$ cat src/rtl/dual_slope_seq.sv
// Dual-slope conversion sequencer: discharge, autozero, fixed integrate, timed de-integrate, autorange.
// Latency: outputs registered; status inputs pass 2-flop synchronisers whose delay is part of the count.
// Backpressure: none; start_i is level-sampled in IDLE only and each result is a one-cycle valid_o strobe.
module dual_slope_seq #(
  parameter int T_RST       = 16,
  parameter int T_AZ        = 1024,
  parameter int T_INT       = 2000,
  parameter int CNT_W       = 12,
  parameter int N_DEINT_MAX = 4095,
  parameter int R_LO        = 400,
  parameter int RANGE_MAX   = 4
) (
  input  logic             clk_i,
  input  logic             rst_i,
  input  logic             start_i,
  input  logic             cont_i,
  input  logic             autorange_en_i,
  input  logic [2:0]       mode_sel_i,
  input  logic             comp_i,
  input  logic             sat_hi_i,
  input  logic             sat_lo_i,
  input  logic             ref_ok_i,
  output logic [3:0]       afe_sel_o,
  output logic             afe_reset_o,
  output logic             ref_sign_o,
  output logic [4:0]       range_sel_o,
  output logic [2:0]       mode_sel_o,
  output logic [CNT_W-1:0] result_o,
  output logic             sign_o,
  output logic             ovr_o,
  output logic             valid_o,
  output logic             busy_o
);

  // The phase counter serves every timed state, so it is sized for the longest one.
  localparam int PH_M1  = (T_RST > T_AZ) ? T_RST : T_AZ;
  localparam int PH_M2  = (PH_M1 > T_INT) ? PH_M1 : T_INT;
  localparam int PH_MAX = (PH_M2 > N_DEINT_MAX) ? PH_M2 : N_DEINT_MAX;
  localparam int PH_W   = $clog2(PH_MAX + 1);

  localparam logic [PH_W-1:0]  RST_LAST   = PH_W'(T_RST - 1);
  localparam logic [PH_W-1:0]  AZ_LAST    = PH_W'(T_AZ - 1);
  localparam logic [PH_W-1:0]  INT_LAST   = PH_W'(T_INT - 1);
  localparam logic [PH_W-1:0]  DEINT_LAST = PH_W'(N_DEINT_MAX);
  localparam logic [CNT_W-1:0] R_LO_V     = CNT_W'(R_LO);
  localparam logic [4:0]       RANGE_TOP  = 5'(RANGE_MAX);

  typedef enum logic [2:0] {
    S_IDLE, S_WAIT_REF, S_RST, S_AZ, S_INT, S_DEINT, S_DONE
  } state_t;

  state_t            state, state_nxt;
  logic [PH_W-1:0]   ph_cnt;
  logic              pol, pol_nxt;
  logic [1:0]        comp_sync, sat_hi_sync, sat_lo_sync, ref_ok_sync;
  logic              comp_s, sat_s, ref_ok_s;
  logic              counting;

  logic [2:0]        mode_nxt;
  logic [CNT_W-1:0]  result_nxt;
  logic              sign_nxt, ovr_nxt;
  logic [4:0]        range_nxt;
  logic [3:0]        sel_nxt;
  logic              afe_reset_nxt, ref_sign_nxt, valid_nxt, busy_nxt;

  // Two-flop synchronisers for the analog-side status lines.
  always_ff @(posedge clk_i or posedge rst_i) begin
    if (rst_i) begin
      comp_sync   <= '0;
      sat_hi_sync <= '0;
      sat_lo_sync <= '0;
      ref_ok_sync <= '0;
    end else begin
      comp_sync   <= {comp_sync[0], comp_i};
      sat_hi_sync <= {sat_hi_sync[0], sat_hi_i};
      sat_lo_sync <= {sat_lo_sync[0], sat_lo_i};
      ref_ok_sync <= {ref_ok_sync[0], ref_ok_i};
    end
  end

  assign comp_s   = comp_sync[1];
  assign sat_s    = sat_hi_sync[1] | sat_lo_sync[1];
  assign ref_ok_s = ref_ok_sync[1];
  assign counting = state inside {S_RST, S_AZ, S_INT, S_DEINT};

  // State, latched polarity and phase counter; the counter restarts on every state change.
  always_ff @(posedge clk_i or posedge rst_i) begin
    if (rst_i) begin
      state  <= S_IDLE;
      pol    <= 1'b0;
      ph_cnt <= '0;
    end else begin
      state <= state_nxt;
      pol   <= pol_nxt;
      if (state_nxt != state) ph_cnt <= '0;
      else if (counting)      ph_cnt <= ph_cnt + PH_W'(1);
    end
  end

  // Next-state, result capture and autorange decisions.
  always_comb begin
    state_nxt  = state;
    pol_nxt    = pol;
    mode_nxt   = mode_sel_o;
    result_nxt = result_o;
    sign_nxt   = sign_o;
    ovr_nxt    = ovr_o;
    range_nxt  = range_sel_o;
    case (state)
      S_IDLE: begin
        if (start_i) begin
          mode_nxt  = mode_sel_i;
          state_nxt = S_WAIT_REF;
        end
      end
      S_WAIT_REF: begin
        if (ref_ok_s) state_nxt = S_RST;
      end
      S_RST: begin
        if (!ref_ok_s)               state_nxt = S_WAIT_REF;
        else if (ph_cnt == RST_LAST) state_nxt = S_AZ;
      end
      S_AZ: begin
        if (!ref_ok_s)              state_nxt = S_WAIT_REF;
        else if (ph_cnt == AZ_LAST) state_nxt = S_INT;
      end
      S_INT: begin
        if (!ref_ok_s) begin
          state_nxt = S_WAIT_REF;
        end else if (sat_s) begin
          // Rail hit while integrating: polarity is whatever the comparator shows now.
          pol_nxt    = comp_s;
          result_nxt = '1;
          ovr_nxt    = 1'b1;
          sign_nxt   = ~comp_s;
          state_nxt  = S_DONE;
        end else if (ph_cnt == INT_LAST) begin
          pol_nxt   = comp_s;
          state_nxt = S_DEINT;
        end
      end
      S_DEINT: begin
        if (!ref_ok_s) begin
          state_nxt = S_WAIT_REF;
        end else if (sat_s) begin
          result_nxt = '1;
          ovr_nxt    = 1'b1;
          sign_nxt   = ~pol;
          state_nxt  = S_DONE;
        end else if (comp_s != pol) begin
          // Zero crossing seen: the count so far is the conversion result.
          result_nxt = CNT_W'(ph_cnt);
          ovr_nxt    = 1'b0;
          sign_nxt   = ~pol;
          state_nxt  = S_DONE;
        end else if (ph_cnt == DEINT_LAST) begin
          result_nxt = '1;
          ovr_nxt    = 1'b1;
          sign_nxt   = ~pol;
          state_nxt  = S_DONE;
        end
      end
      S_DONE: begin
        state_nxt = cont_i ? S_RST : S_IDLE;
        if (autorange_en_i) begin
          if (ovr_o && (range_sel_o < RANGE_TOP))
            range_nxt = range_sel_o + 5'd1;
          else if (!ovr_o && (result_o < R_LO_V) && (range_sel_o != 5'd0))
            range_nxt = range_sel_o - 5'd1;
        end
      end
      default: state_nxt = S_IDLE;
    endcase
  end

  // Output decode from the upcoming state so the registered outputs line up with it.
  always_comb begin
    sel_nxt       = 4'b0000;
    afe_reset_nxt = 1'b0;
    ref_sign_nxt  = 1'b0;
    valid_nxt     = 1'b0;
    busy_nxt      = (state_nxt != S_IDLE);
    case (state_nxt)
      S_IDLE, S_WAIT_REF, S_RST: afe_reset_nxt = 1'b1;
      S_AZ:    sel_nxt = 4'b0001;
      S_INT:   sel_nxt = 4'b0010;
      S_DEINT: begin
        sel_nxt      = pol_nxt ? 4'b1000 : 4'b0100;
        ref_sign_nxt = pol_nxt;
      end
      S_DONE: begin
        afe_reset_nxt = 1'b1;
        valid_nxt     = 1'b1;
      end
      default: afe_reset_nxt = 1'b1;
    endcase
  end

  // Output registers.
  always_ff @(posedge clk_i or posedge rst_i) begin
    if (rst_i) begin
      afe_sel_o   <= 4'b0000;
      afe_reset_o <= 1'b1;
      ref_sign_o  <= 1'b0;
      range_sel_o <= 5'd0;
      mode_sel_o  <= 3'd0;
      result_o    <= '0;
      sign_o      <= 1'b0;
      ovr_o       <= 1'b0;
      valid_o     <= 1'b0;
      busy_o      <= 1'b0;
    end else begin
      afe_sel_o   <= sel_nxt;
      afe_reset_o <= afe_reset_nxt;
      ref_sign_o  <= ref_sign_nxt;
      range_sel_o <= range_nxt;
      mode_sel_o  <= mode_nxt;
      result_o    <= result_nxt;
      sign_o      <= sign_nxt;
      ovr_o       <= ovr_nxt;
      valid_o     <= valid_nxt;
      busy_o      <= busy_nxt;
    end
  end

endmodule
$ cat config.mk
export PLATFORM = sky130hd
export DESIGN_NAME = dual_slope_seq
export DESIGN_NICKNAME = d
export VERILOG_FILES = /design/src/rtl/dual_slope_seq.sv
export SDC_FILE = /design/constraint.sdc
export NUM_CORES = 1
export LEC_CHECK = 0
export BUFFER_PORTS_ARGS = -buffer_cell sky130_fd_sc_hd__buf_4
export CAP_MARGIN = 25
export CELL_PAD_IN_SITES_DETAIL_PLACEMENT = 0
export CELL_PAD_IN_SITES_GLOBAL_PLACEMENT = 1
export CORE_ASPECT_RATIO = 0.5
export CORE_MARGIN = 2
export CORE_UTILIZATION = 48
export CTS_CLUSTER_SIZE = 30
export DETAILED_ROUTE_END_ITERATION = 10
export GPL_TIMING_DRIVEN = 1
export PLACE_DENSITY = 0.95
export REMOVE_ABC_BUFFERS = 1
export SLEW_MARGIN = 20
export SYNTH_ARGS = -nofsm -noshare
export SYNTH_HDL_FRONTEND = slang
export SYNTH_SLANG_ARGS = --single-unit
$ cat constraint.sdc
create_clock -name clk_i -period 4 [get_ports clk_i]
set_input_delay 0.4 -clock clk_i [delete_from_list [all_inputs] [get_ports clk_i]]
set_output_delay 0.4 -clock clk_i [all_outputs]
set_load 0.01 [all_outputs]
==> Word-level counts from Yosys, hierarchy flattened <==
Index checks and enable logic that the tools add are counted.
{ "word_totals": {"ff_bits": 54, "latch_bits": 0, "ramBits": 0, "rom_bits": 0, "in_bits": 12, "output_inout_bits": 30, "word_cells": 109, "n_memories": 0} }
{ "op_classes": {"n_addsub": 3, "multipliers": 0, "div": 0, "n_lt_le_gt_ge": 2, "eq_ne": 20, "shift": 0, "muxes": 49, "n_bitwise": 3, "n_reduce_logical": 15} }
{ "op_table": {"columns": ["operator", "count"], "rows": [
  ["$mux 12", 8],
  ["$mux 3", 13],
  ["$pmux 12 s2", 1],
  ["$pmux 3 s7", 1],
  ["$mux 1", 19],
  ["$eq 3x3->1 const B", 6],
  ["$add 12x1->12 const B", 1],
  ["$eq 12x10->1 const B", 1],
  ["$eq 12x11->1 const B", 1],
  ["$eq 12x12->1 const B", 1],
  ["$eq 12x4->1 const B", 1],
  ["$lt 12x9->1 const B", 1],
  ["$pmux 4 s3", 1],
  ["$mux 5", 2],
  ["$eq 3x2->1 const B", 3],
  ["$ne 2x2->1 const B", 3],
  ["$reduce_bool 2->1", 3],
  ["$add 5x1->5 const B", 1],
  ["$lt 5x3->1 const B", 1],
  ["$reduce_and 5->1", 1],
  ["$reduce_bool 5->1", 1],
  ["$sub 5x1->5 const B", 1],
  ["$mux 4", 1],
  ["$ne 4x2->1 const B", 1],
  ["15 further kinds", 19]
]} }

==> Depth between registers and ports, before layout <==
Gate-level depths: netlist of the first run.
{ "depth": {"ltp_word": 9, "ltp_mapped": 8, "ltp_nobuf": 7} }

==> Worst setup path after synthesis of the first run <==
Ideal clock, no wire load.
{ "synth_timing": {"path_type": "register to register", "from": "reg range_sel_o[3]", "to": "reg range_sel_o[4]", "t_arrival_ps": 2246, "t_required_ps": 3879, "path_slack_ps": 1633, "stages_incl_launch_ff": 8, "period_less_slack_ps": 2367, "path_cell_list": "dfrtp_1 nor3b_1 nand2b_1 fa_1 a21o_1 a21oi_1 mux2_2 a22o_1"} }
{ "synth_via": {"elab_chain_len": 4} }
{ "synth_rtl": {"columns": ["item", "line_no", "text"], "rows": [
  ["start: declaration", "26", "output logic [4:0] range_sel_o,"],
  ["start signal: assignment", "216", "range_sel_o <= range_nxt;"],
  ["$lt 5x3->1 or $reduce_bool 5->1 (tied branches)", "166, 168", null],
  ["$logic_and 1x1->1, on equally long branches", "166, 168", null],
  ["$reduce_bool 2->1 (no line)", null, null],
  ["$reduce_and 3->1 (no line)", null, null]
]} }
Parallel ways exist; a longest one is shown, timed or not. The select of a mux whose other input is x is not followed.
A chain may end at the register's enable or synchronous reset.

==> Worst setup path after layout of the first run <==
Same ends and word-level chain as after synthesis.

==> results of run 1 <==
stage by stage:
| stage | std cells | total power [mW] | hold slack (ns) | util [%] |
|---|---|---|---|---|
| detailed placement | 326 | 0.949 | 0.335 | 55.4 |
| global route | 334 | 1.30 | 0.132 | 56.9 |
| CTS | 334 | 1.24 | 0.115 | 56.9 |
| finish | 334 | 1.23 | 0.116 | 56.9 |
| global placement | 325 | 0.934 | 0.334 | 55.0 |
| floorplan | 210 | 0.838 | 0.331 | - |
cell usage in the layout (no fill, tap or decap), drive strengths merged, types with 3 or more instances in the layout:
cell type and instances:
dfrtp 53, buf 43, nor3 19, nor2 13, o22a 12, nand2 11
xnor2 11, mux2 9, a21oi 8, nand3 7, clkbuf 6, a21o 5
xor2 5, nand4 5, and3 4, ha 4, inv 4, nor4 4
nor4b 3
worst reg2reg max path, stage by stage (launching register included):
cell      delay (ns)
dfrtp_1         0.43
nor3b_1         0.34
nand2b_1        0.25
fa_1            0.45
a21o_1          0.20
a21oi_1         0.23
mux2_2          0.37
a22o_1          0.22
cells by family (layout without fill, tap and decap cells):
kind of cell | count (synthesis) | after routing | share of synthesized area [%]
simple gates | 82 | 82 | 21.2
flops | 54 | 54 | 50.7
compound gates | 38 | 38 | 11.3
xor+xnor | 16 | 16 | 5.53
buf+inv | 16 | 55 | 3.99
mux | 11 | 11 | 4.69
fa+ha+maj | 5 | 5 | 2.63
worst max-delay path by stage:
stage,start,to,slack (ns),depth (start not counted)
2_1_floorplan,range_sel_o[3],range_sel_o[4],1.63,7
3_3_place_gp,range_sel_o[3],range_sel_o[4],1.59,7
3_5_place_dp,range_sel_o[3],range_sel_o[4],1.44,7
4_1_cts,range_sel_o[3],range_sel_o[4],1.43,7
5_1_grt,range_sel_o[3],range_sel_o[4],1.25,7
6_report,range_sel_o[3],range_sel_o[4],1.42,7
power groups by stage:
| stage | Clock (mW) | Sequential [mW] | Combinational (mW) |
|---|---|---|---|
| 2_1_floorplan | 0 | 0.656 | 0.182 |
| 5_1_grt | 0.328 | 0.653 | 0.322 |
| 3_3_place_gp | 0 | 0.651 | 0.284 |
| 4_1_cts | 0.301 | 0.644 | 0.295 |
| 3_5_place_dp | 0 | 0.654 | 0.294 |
| 6_report | 0.294 | 0.644 | 0.295 |
sequential cells by signal, indices dropped and copies added (netlist names), 2 cells and up:
register and count:
ph_cnt 12, result_o 12, range_sel_o 5, afe_sel_o 4, mode_sel_o 3, state 3, comp_sync 2, ref_ok_sync 2
sat_hi_sync 2, sat_lo_sync 2
layer usage:
metal	up-vias	part of all wire, %
met5	-	0
met4	0	0.89
met3	6	6.1
met2	46	46
met1	926	47
li1	890	-
cell type report:
class                      instances  area (um^2)  area share [%]
multi-input combinational        152         1210            39.2
inverter                           4         15.0           0.487
tap                               73         91.3            2.96
clock inverter                     2         10.0           0.324
timing repair buffer              43          335            10.9
sequential                        54         1350            43.8
clock buffer                       6         72.6            2.35
==> out/results.txt, run 1 <==
status: complete, no violations
number of inserted diodes: 0
Comb pwr share: 23.9%
delay of the slowest cell on the worst path: 0.45 ns
critical-path cell list: nor3b_1 > nand2b_1 > fa_1 > a21o_1 > a21oi_1 > mux2_2 > a22o_1
sw frac: 31.8%
maxcap violations: 0
Initial Util: 49.2%
Via density: 5.59
Period minus WS final: 2.58 ns
CP startpoint kind: flip-flop
Die Width: 109 um
Place WS: 1.44 ns
CP Capture Type: flip-flop
global placement routability congestion: 0.841
Clock Latency Late Sink: 0.31 ns
vias in the first global route: 1829
1st-iter DRT viols: 79
Reg2Reg Launch Point: range_sel_o[3]
synth unique cells: 57
GR Layer Usage met2: 28.9%
Total Neg Setup Slack: 0 ns
initial antenna violation count: 0
R2R Setup Slk: 1.42 ns
clock share of power: 23.8%
vias: 1868
setup bufs post-CTS: 0
fin crit share: 64.5%
Peak VDD IR: 0.000180 V
ys async rst share: 100%
Seq pwr share: 52.3%
most common cell in the netlist: dfrtp_1
Post-Synthesis Cells: 222
CP max FO: 5
final WL: 5270 um
R2R cell count: 7
cell family with most CP delay: compound AO/OA/AOI/OAI gates
final worst setup slack: 1.42 ns
clk_skew: 0.0147 ns
CP Class: flip-flop to flip-flop
Synth top cells by count: dfrtp_1 (53), nor2_1 (12), o22a_1 (12)
Nets: 277
Synth Cell Area: 2670 um^2
total CTS buffers: 5
proportion of layout cells with a drive suffix above 1: 33.0%
critical path required time: 4.21 ns
Fin. Hold Viols: 0
busiest grt layer: met2
global route total overflow: 0
core area: 5420 um^2
filler cell count: 455
router iterations before antenna repair: 4
CTS root buffer: clkbuf_8
clk slew on worst S/H paths: 0.10 ns
GRT met3 Usage: 4.07%
post-route design area: 3090 um^2
post-DR wirelength/cell: 15.8 um
io pins: 42
CP arrival: 2.79 ns
Post-CTS Resized: 0
CTS tree: built
grt met1 use: 26.8%
maximum clock rate: 0.388 GHz
static leakage: 1.44 nW
dominant cell type by area after synthesis: dfrtp_1
Die ar.: 6210 um^2
dominant synthesized flop cell: dfrtp_1
Max Slew Vio Count: 0
Mean Syn Cell Area: 12.0 um^2
input/output buffers: 41
clock buffer depth: 2
Int Power: 0.841 mW
Post-CTS Hold Buffers: 0
crit path buf inv count: 0
worst hold path class: input pin to async pin
number of synthesis warnings: 0
Worst-Margin Slew: 0.909 ns
headroom to the max-slew limit: 39.0%
Site Rows: 19
Tot GR Track Use: 18.7%
P&R area growth vs syn: 15.7%
Post-route DRC: 0
dpl cell area: 3000 um^2
chip height: 56.7 um
slowest stage cell on the critical path: fa_1
dpl hpwl: 3770 um
post-synthesis sequential area ratio: 50.7%
PwrDens: 400 nW/um^2
synth top area cells: dfrtp_1 (50%), o22a_1 (3.9%), nor3_2 (3.8%), mux2_2 (3.4%), xnor2_1 (3.3%)
largest net degree at the start of global routing: 33
net switching power: 0.392 mW
first-pass GRT wire length: 9030 um
Detail Route Antenna Nets: 0
CTS H-tree depth: 2
number of synthesized flops with an enable pin: 0
Sink Count: 54
RSZ-0062 raised after global routing: false
Yosys reg bits: 54
share of the synthesized area in the top cell type: 49.7%
worst flop-to-flop path endpoint: range_sel_o[4]
endpoints failing setup: 0
(Power assumes the default switching activity.)
==> run 2, diff against run 1 <==
Settings changed: CORE_UTILIZATION 48 to 41, PLACE_DENSITY 0.95 to 0.88.
Clock period 4 ns to 2.2 ns, I/O delays scaled along.
==> run 2 against run 1 <==
Net effect: worst setup slack worse by 1.4 ns; clock-buffer cell count grew 1; design area grew 11%; final cell count rose by 12%.
==> out/results.txt, run 2 (synthesis gave the netlist of run 1 again) <==
Worst Hold Path Cells: 1
post-DR wirelength/cell: 15.4 um
CP Capture Type: flip-flop
Worst-Margin Slew: 0.456 ns
CP max FO: 4
core area: 6180 um^2
Total Neg Setup Slack: 0 ns
CP arrival: 2.37 ns
critical-path cell list: nor3b_2 > nand2b_1 > fa_2 > a21o_1 > a21oi_2 > mux2_4 > a22o_1
Die Width: 118 um
chip height: 61.0 um
Sink Count: 54
CTS tree: built
final worst setup slack: 0.00727 ns
Fin. Hold Viols: 0
number of inserted diodes: 0
CTS H-tree depth: 2
proportion of layout cells with a drive suffix above 1: 40.6%
final WL: 5750 um
vias in the first global route: 1947
Die ar.: 7210 um^2
clk slew on worst S/H paths: 0.07 ns
Seq pwr share: 45.8%
clock share of power: 30.9%
delay of the slowest cell on the worst path: 0.43 ns
input/output buffers: 41
hold slack: 0.0372 ns
R2R Setup Slk: 0.007 ns
filler cell count: 539
slowest stage cell on the critical path: fa_2
RSZ-0062 raised after global routing: true
Clock Latency Late Sink: 0.29 ns
router iterations before antenna repair: 4
Detail Route Antenna Nets: 0
PwrDens: 747 nW/um^2
dpl hpwl: 4130 um
Int Power: 1.80 mW
P&R area growth vs syn: 27.9%
most frequent cells in the layout: buf_4 (66), dfrtp_1 (53), nor2_1 (12), o22a_1 (12)
CP startpoint kind: flip-flop
static leakage: 1.64 nW
Largest regs: ph_cnt: 12 flops, result_o: 12 flops, range_sel_o: 5 flops
CP Class: flip-flop to flip-flop
Tot GR Track Use: 16.9%
largest net degree at the start of global routing: 55
critical path required time: 2.38 ns
Initial Util: 43.2%
vias: 1945
Hold Path End: sat_hi_sync[0]
total CTS buffers: 5
Comb pwr share: 23.3%
Post-route DRC: 0
clk_skew: 0.00489 ns
worst hold path class: input pin to flip-flop
net switching power: 0.749 mW
maximum clock rate: 0.456 GHz
headroom to the max-slew limit: 69.4%
hold path start: sat_hi_i
Max Slew Vio Count: 0
global route total overflow: 0
1st-iter DRT viols: 100
Peak VDD IR: 0.000460 V
Period minus WS final: 2.19 ns
R2R cell count: 7
initial antenna violation count: 0
sw frac: 29.4%
clock buffer depth: 2
fin crit share: 99.7%
Place WS: -0.140 ns
maxcap violations: 0
commonest non-fill, non-tap cell in the layout: buf_4
Nets: 302
io pins: 42
endpoints failing setup: 0
first-pass GRT wire length: 9470 um
Reg2Reg Launch Point: range_sel_o[2]
CTS root buffer: clkbuf_16
Site Rows: 20
Via density: 5.20
global placement routability congestion: 0.921
worst flop-to-flop path endpoint: range_sel_o[4]
status: complete, no violations
run 2: cell type report:
class	instances	area (um^2)	share of cell area, %
Clock buffer	7	143	4.18
Clock inverter	1	5.00	0.147
Inverter	4	15.0	0.440
Multi-Input combinational cell	152	1260	36.9
Sequential cell	54	1350	39.7
Tap cell	88	110	3.23
Timing Repair Buffer	68	526	15.4
run 2: critical path: cells and delay by family (launching register included):
family,cells,cell delay [ns]
AO/OA/AOI/OAI,3,0.54
flip-flops,1,0.39
multiplexers,1,0.32
adder cells (fa/ha/maj),1,0.43
AND/OR/NAND/NOR,2,0.39
run 2: metal layers:
layer	vias to the layer above	global-route usage (%)	share of wire [%]	wire, um
met5	-	0	0	0
met4	0	4.99	0.50	29
met3	2	4.63	4.6	265
met2	39	28.2	48	2750
met1	969	22.4	47	2700
li1	935	-	-	-
run 2: metrics by stage:
step	total power, mW	utilization (%)	std cells	cell area (um^2)
after CTS	2.56	54.4	373	3360
final	2.55	55.2	374	3410
after detailed placement	1.77	51.6	363	3190
after global routing	2.68	55.2	374	3410
after floorplan	1.52	-	210	2580
after global placement	1.75	51.6	363	3190
run 2: worst max path at each step:
stage,from,slack [ns],cells past startpoint,to
global placement,range_sel_o[3],-0.03,7,range_sel_o[4]
CTS,range_sel_o[3],0.009,7,range_sel_o[4]
finish,range_sel_o[2],0.007,7,range_sel_o[4]
floorplan,range_sel_o[3],-0.17,7,range_sel_o[4]
global route,range_sel_o[2],-0.03,7,range_sel_o[4]
detailed placement,range_sel_o[3],-0.14,7,range_sel_o[4]
run 2: repair_timing:
item / in CTS / in global routing
hold endpoints to repair: 53 / 0
pin swaps: 0 / 5
setup buffers: 1 / 1
endpoints found under the setup margin: 1 / 7
hold buffers: 1 / 0
gates resized for setup: 3 / 7
run 2: power by group through the flow:
stage	Clock, mW	Sequential, mW	Combinational [mW]
6_report	0.786	1.17	0.594
5_1_grt	0.850	1.18	0.650
4_1_cts	0.804	1.17	0.593
3_5_place_dp	0	1.18	0.588
3_3_place_gp	0	1.18	0.571
2_1_floorplan	0	1.19	0.331
